`config.mk`:
```
export PLATFORM = sky130hd
export DESIGN_NAME = cond_inv_sched
export DESIGN_NICKNAME = d
export VERILOG_FILES = /design/src/rtl/cond_inv_sched.sv
export SDC_FILE = /design/constraint.sdc
export NUM_CORES = 1
export LEC_CHECK = 0
export ABC_AREA = 1
export CORE_MARGIN = 1.5
export CORE_UTILIZATION = 48
export CTS_BUF_LIST = sky130_fd_sc_hd__clkbuf_8 sky130_fd_sc_hd__clkbuf_16
export DETAILED_ROUTE_END_ITERATION = 8
export PLACE_DENSITY = 0.92
export SLEW_MARGIN = 20
export SYNTH_ARGS = -nofsm -noshare
export SYNTH_HDL_FRONTEND = slang
export SYNTH_SLANG_ARGS = --single-unit
```
`constraint.sdc`:
```
create_clock -name clk -period 2.6 [get_ports clk]
set_input_delay 0.52 -clock clk [delete_from_list [all_inputs] [get_ports clk]]
set_output_delay 0.52 -clock clk [all_outputs]
set_load 0.02 [all_outputs]
```
`src/rtl/cond_inv_sched.sv`:
```
// Scheduler for a shared conditional-inversion stage serving two requesters.
// Define COND_INV_SCHED_FIXED_PRIO_EN for fixed priority (requester 0 wins); default is round-robin.
module cond_inv_sched #(
  parameter int unsigned WIDTH = 16
) (
  input  logic             clk,
  input  logic             rst,
  input  logic             req0,
  input  logic             req1,
  input  logic [WIDTH-1:0] a0,
  input  logic [WIDTH-1:0] a1,
  input  logic             inv0,
  input  logic             inv1,
  output logic             ack0,
  output logic             ack1,
  output logic [WIDTH-1:0] rsp_data,
  output logic [WIDTH-1:0] stage_a,
  output logic [WIDTH-1:0] stage_b,
  output logic             stage_pwr_en,
  input  logic [WIDTH-1:0] stage_out,
  output logic             busy
);

  typedef enum logic [2:0] {
    IDLE    = 3'd0,
    CHARGE  = 3'd1,
    EVAL    = 3'd2,
    HOLD    = 3'd3,
    RECOVER = 3'd4
  } state_t;

  state_t           r_state;
  state_t           w_state_nxt;
  logic             r_gnt;
  logic             w_gnt_nxt;
  logic [WIDTH-1:0] r_a;
  logic [WIDTH-1:0] r_b;
  logic [WIDTH-1:0] w_a_nxt;
  logic [WIDTH-1:0] w_b_nxt;
  logic             w_pick1;
  logic             w_grant;
  logic             w_stage_on;

  logic             r_ack0;
  logic             r_ack1;
  logic [WIDTH-1:0] r_rsp;
  logic [WIDTH-1:0] r_stage_a;
  logic [WIDTH-1:0] r_stage_b;
  logic             r_pwr;
  logic             r_busy;

  assign w_grant = (r_state == IDLE) && (req0 || req1);

`ifdef COND_INV_SCHED_FIXED_PRIO_EN
  assign w_pick1 = req1 && !req0;
`else
  // Last granted requester; reset to 1 so requester 0 wins the first contention.
  logic r_last;

  assign w_pick1 = req1 && (!req0 || !r_last);

  always_ff @(posedge clk) begin
    if (rst) begin
      r_last <= 1'b1;
    end else if (w_grant) begin
      r_last <= w_pick1;
    end
  end
`endif

  // Next-state and operand capture
  always_comb begin
    w_state_nxt = r_state;
    w_gnt_nxt   = r_gnt;
    w_a_nxt     = r_a;
    w_b_nxt     = r_b;
    case (r_state)
      IDLE: begin
        if (req0 || req1) begin
          w_state_nxt = CHARGE;
          w_gnt_nxt   = w_pick1;
          w_a_nxt     = w_pick1 ? a1 : a0;
          w_b_nxt     = {WIDTH{w_pick1 ? inv1 : inv0}};
        end
      end
      CHARGE:  w_state_nxt = EVAL;
      EVAL:    w_state_nxt = HOLD;
      HOLD:    w_state_nxt = RECOVER;
      RECOVER: w_state_nxt = IDLE;
      default: w_state_nxt = IDLE;
    endcase
    w_stage_on = (w_state_nxt == CHARGE) || (w_state_nxt == EVAL) ||
                 (w_state_nxt == HOLD);
  end

  // Outputs are registered from the next state so they line up with it.
  always_ff @(posedge clk) begin
    if (rst) begin
      r_state   <= IDLE;
      r_gnt     <= 1'b0;
      r_a       <= '0;
      r_b       <= '0;
      r_ack0    <= 1'b0;
      r_ack1    <= 1'b0;
      r_rsp     <= '0;
      r_stage_a <= '0;
      r_stage_b <= '0;
      r_pwr     <= 1'b0;
      r_busy    <= 1'b0;
    end else begin
      r_state   <= w_state_nxt;
      r_gnt     <= w_gnt_nxt;
      r_a       <= w_a_nxt;
      r_b       <= w_b_nxt;
      r_pwr     <= w_stage_on;
      r_stage_a <= w_stage_on ? w_a_nxt : '0;
      r_stage_b <= w_stage_on ? w_b_nxt : '0;
      r_busy    <= (w_state_nxt != IDLE);
      r_ack0    <= (w_state_nxt == RECOVER) && !w_gnt_nxt;
      r_ack1    <= (w_state_nxt == RECOVER) && w_gnt_nxt;
      // Stage result captured at the end of HOLD, presented during RECOVER.
      r_rsp     <= (w_state_nxt == RECOVER) ? stage_out : '0;
    end
  end

  assign ack0         = r_ack0;
  assign ack1         = r_ack1;
  assign rsp_data     = r_rsp;
  assign stage_a      = r_stage_a;
  assign stage_b      = r_stage_b;
  assign stage_pwr_en = r_pwr;
  assign busy         = r_busy;

endmodule

```
==> impl_metrics.py <==
metrics = {
    "clock_tree": {
        "cts-root-buf": "clkbuf_8",
        "cts_buffer_depth": 2,
        "clkTransAtPathRegs_ns": 0.09,
        "cts_buffers": 9,
        "cts_tree": "built",
        "post_cts_buffers": 0,
        "cts_sinks": 89,
        "hold_buffers": 0,
        "insertion_delay_ns": 0.36,
        "cts_resized": 0,
        "htreeDepth": 3,
    },
    "sta": {
        "period_share_pct": 75.9,
        "worstMarginPinSlew_ns": 0.699,
        "max_freq_mhz": 506,
        "max-slew-margin-rel_pct": 53.3,
        "maxSlewViolCount": 0,
        "period_minus_slack_ns": 1.97,
        "fin_skew_ns": 0.00631,
        "setup_viol": 0,
        "rsz0062_at_grt": "no",
        "setup_tns_ns": 0,
        "hold_violations": 0,
    },
    "worst_setup_path": {
        "end_kind": "flop",
        "crit_path_cell_trace": "clkdlybuf4s50_1, nand2_2, nand2_4, nand2_1, nand3_4, a21oi_1",
        "critical_path_required_ns": 2.89,
        "cp_slowest_stage_delay_ns": 0.45,
        "path_max_fanout": 32,
        "crit_path_start_kind": "input port",
        "crit_start": "req0",
        "path_class": "in -> reg",
        "cpMaxStageDelayCell": "clkdlybuf4s50_1",
        "r2r-start": "r_last$_SDFFE_PP1P_",
        "cp.arrival_ns": 2.26,
    },
    "yosys": {
        "synthFlopType": "dfxtp_1",
        "syn_nets": 410,
        "synth-edff-count": 0,
        "synthCells": 356,
        "ys_ff_latch": 89,
        "syn_area_um2": 3050,
        "yosys_warnings": 0,
        "seq_area_frac_synth_pct": 58.5,
        "synth.distinct_cells": 20,
        "async_flop_share_pct": 0,
        "avgSynthCellArea_um2": 8.56,
    },
    "routing": {
        "routed_wl_um": 6640,
        "wl_per_cell_um": 12.4,
        "postRouteAntennaNets": 0,
        "drc": 0,
        "drtIter0Drc": 109,
        "viasPerCell": 4.83,
        "first_pass_iters": 4,
        "num_vias": 2590,
    },
    "global_route": {
        "antenna_found_initial": 0,
        "grt_pass1_wl_um": 10500,
        "grt_pass1_vias": 2409,
        "grt_usage_pct": 20.6,
        "grt_start_max_net_pins": 35,
        "gr-total-overflow": 0,
    },
    "die": {
        "std_cell_rows": 28,
        "core-area_um2": 6030,
        "die_w_um": 82.7,
        "die_y_um": 82.7,
        "start_util_pct": 50.6,
        "pin_count": 106,
        "die-area_um2": 6840,
    },
    "placement": {
        "place_area_um2": 4090,
        "dpl.hpwl_um": 4620,
        "io_buffers": 105,
        "dp.cells": 520,
        "gp_congestion": 0.848,
    },
    "layout": {
        "fin_nets": 510,
        "final_layout_size_suffix_gt1_share_pct": 8.03,
        "fin_util_pct": 71.7,
        "final_cells": 536,
        "final_cell_mix": "clkdlybuf4s50_1, dfxtp_1, nand2_1",
        "syn2layout_area_growth_pct": 41.7,
        "antennaDiodeCount": 0,
        "final_area_um2": 4320,
        "final_common_cell": "clkdlybuf4s50_1",
    },
    "pwr": {
        "power_density_nw_per_um2": 766,
        "finalPower_w": 0.00331,
        "leakagePower_nw": 1.89,
        "ir_drop_mv": 0.454,
    },
    "flow_run": {
        "timing.max_cap.violations": 0,
    },
    "hold_path": {
        "min_from": "r_b[7]$_SDFF_PP0_",
        "holdCritPathClass": "reg -> reg",
    },
    "status": {
        "status": "finished, final reports clean",
    },
}
==> worst max-delay path: cells and delay by family <==
kind	cells	cell delay, ns
buffers and inverters	1	0.45
and+or+nand+nor	4	1.02
AOI/OAI and AO/OA	1	0.26
==> per-layer routing <==
metal | share of wire, % | track usage [%]
met1 | 40 | 22.6
met2 | 49 | 35.0
met3 | 7.9 | 5.71
met4 | 3.5 | 13.2
met5 | 0 | 0
==> per-stage QoR <==
stage / worst slack, ns / hold slack, ns
after floorplan: 1.29 / 0.448
after global placement: 0.374 / 0.460
after detailed placement: 0.302 / 0.464
after CTS: 0.667 / 0.481
after global routing: 0.500 / 0.505
final: 0.625 / 0.481
==> area by class of cell <==
| type | count | area (µm²) |
|---|---|---|
| well taps | 75 | 93.8 |
| fillers | 454 | 1710 |
| multi-input cells | 206 | 970 |
| clock inverters | 7 | 103 |
| clock buffers | 9 | 124 |
| flip-flops and latches | 89 | 1780 |
| repair buffers | 109 | 1090 |
| inverters | 41 | 154 |
==> flip-flops by register name, indices dropped and copies added (netlist names) <==
| signal | flops |
|---|---|
| ack0 | 1 |
| ack1 | 1 |
| busy | 1 |
| r_a | 16 |
| r_b | 16 |
| r_gnt | 1 |
| r_last | 1 |
| r_state | 3 |
| rsp_data | 16 |
| stage_a | 16 |
| stage_b | 16 |
| stage_pwr_en | 1 |
==> synth_stat cells (3+ instances only) <==
cell,number,area [µm²]
a21oi_1,28,140
a21oi_2,6,52.6
buf_2,6,30.0
buf_6,7,78.8
clkbuf_1,5,18.8
dfxtp_1,89,1780
inv_1,41,154
nand2_1,75,282
nand3_1,32,160
nor2_1,51,191
nor2_4,3,33.8
==> final timing paths <==
check | slack [ns] | endpoint | cells after the start
hold / removal | 0.48 | stage_b[7]$_SDFF_PP0_ | 2
setup / recovery | 0.63 | stage_b[11]$_SDFF_PP0_ | 6
setup reg to reg | 0.93 | stage_b[11]$_SDFF_PP0_ | 5
hold reg to reg | 0.48 | stage_b[7]$_SDFF_PP0_ | 2
==> where the power goes <==
part	switching [W]	leakage, nW	internal (W)
clock	0.000500	0.110	0.000551
sequential	0.0000438	0.732	0.00151
combinational	0.000391	1.05	0.000312
total	0.000935	1.89	0.00237
==> kinds of logic (layout without fill, tap and decap cells) <==
| family | Yosys count | in the layout | synth area share (%) |
|---|---|---|---|
| compound gates | 34 | 34 | 6.32 |
| flops | 89 | 89 | 58.5 |
| simple gates | 172 | 172 | 25.5 |
| buf+inv | 61 | 166 | 9.73 |
No activity file was read; power rests on OpenSTA's default activity.
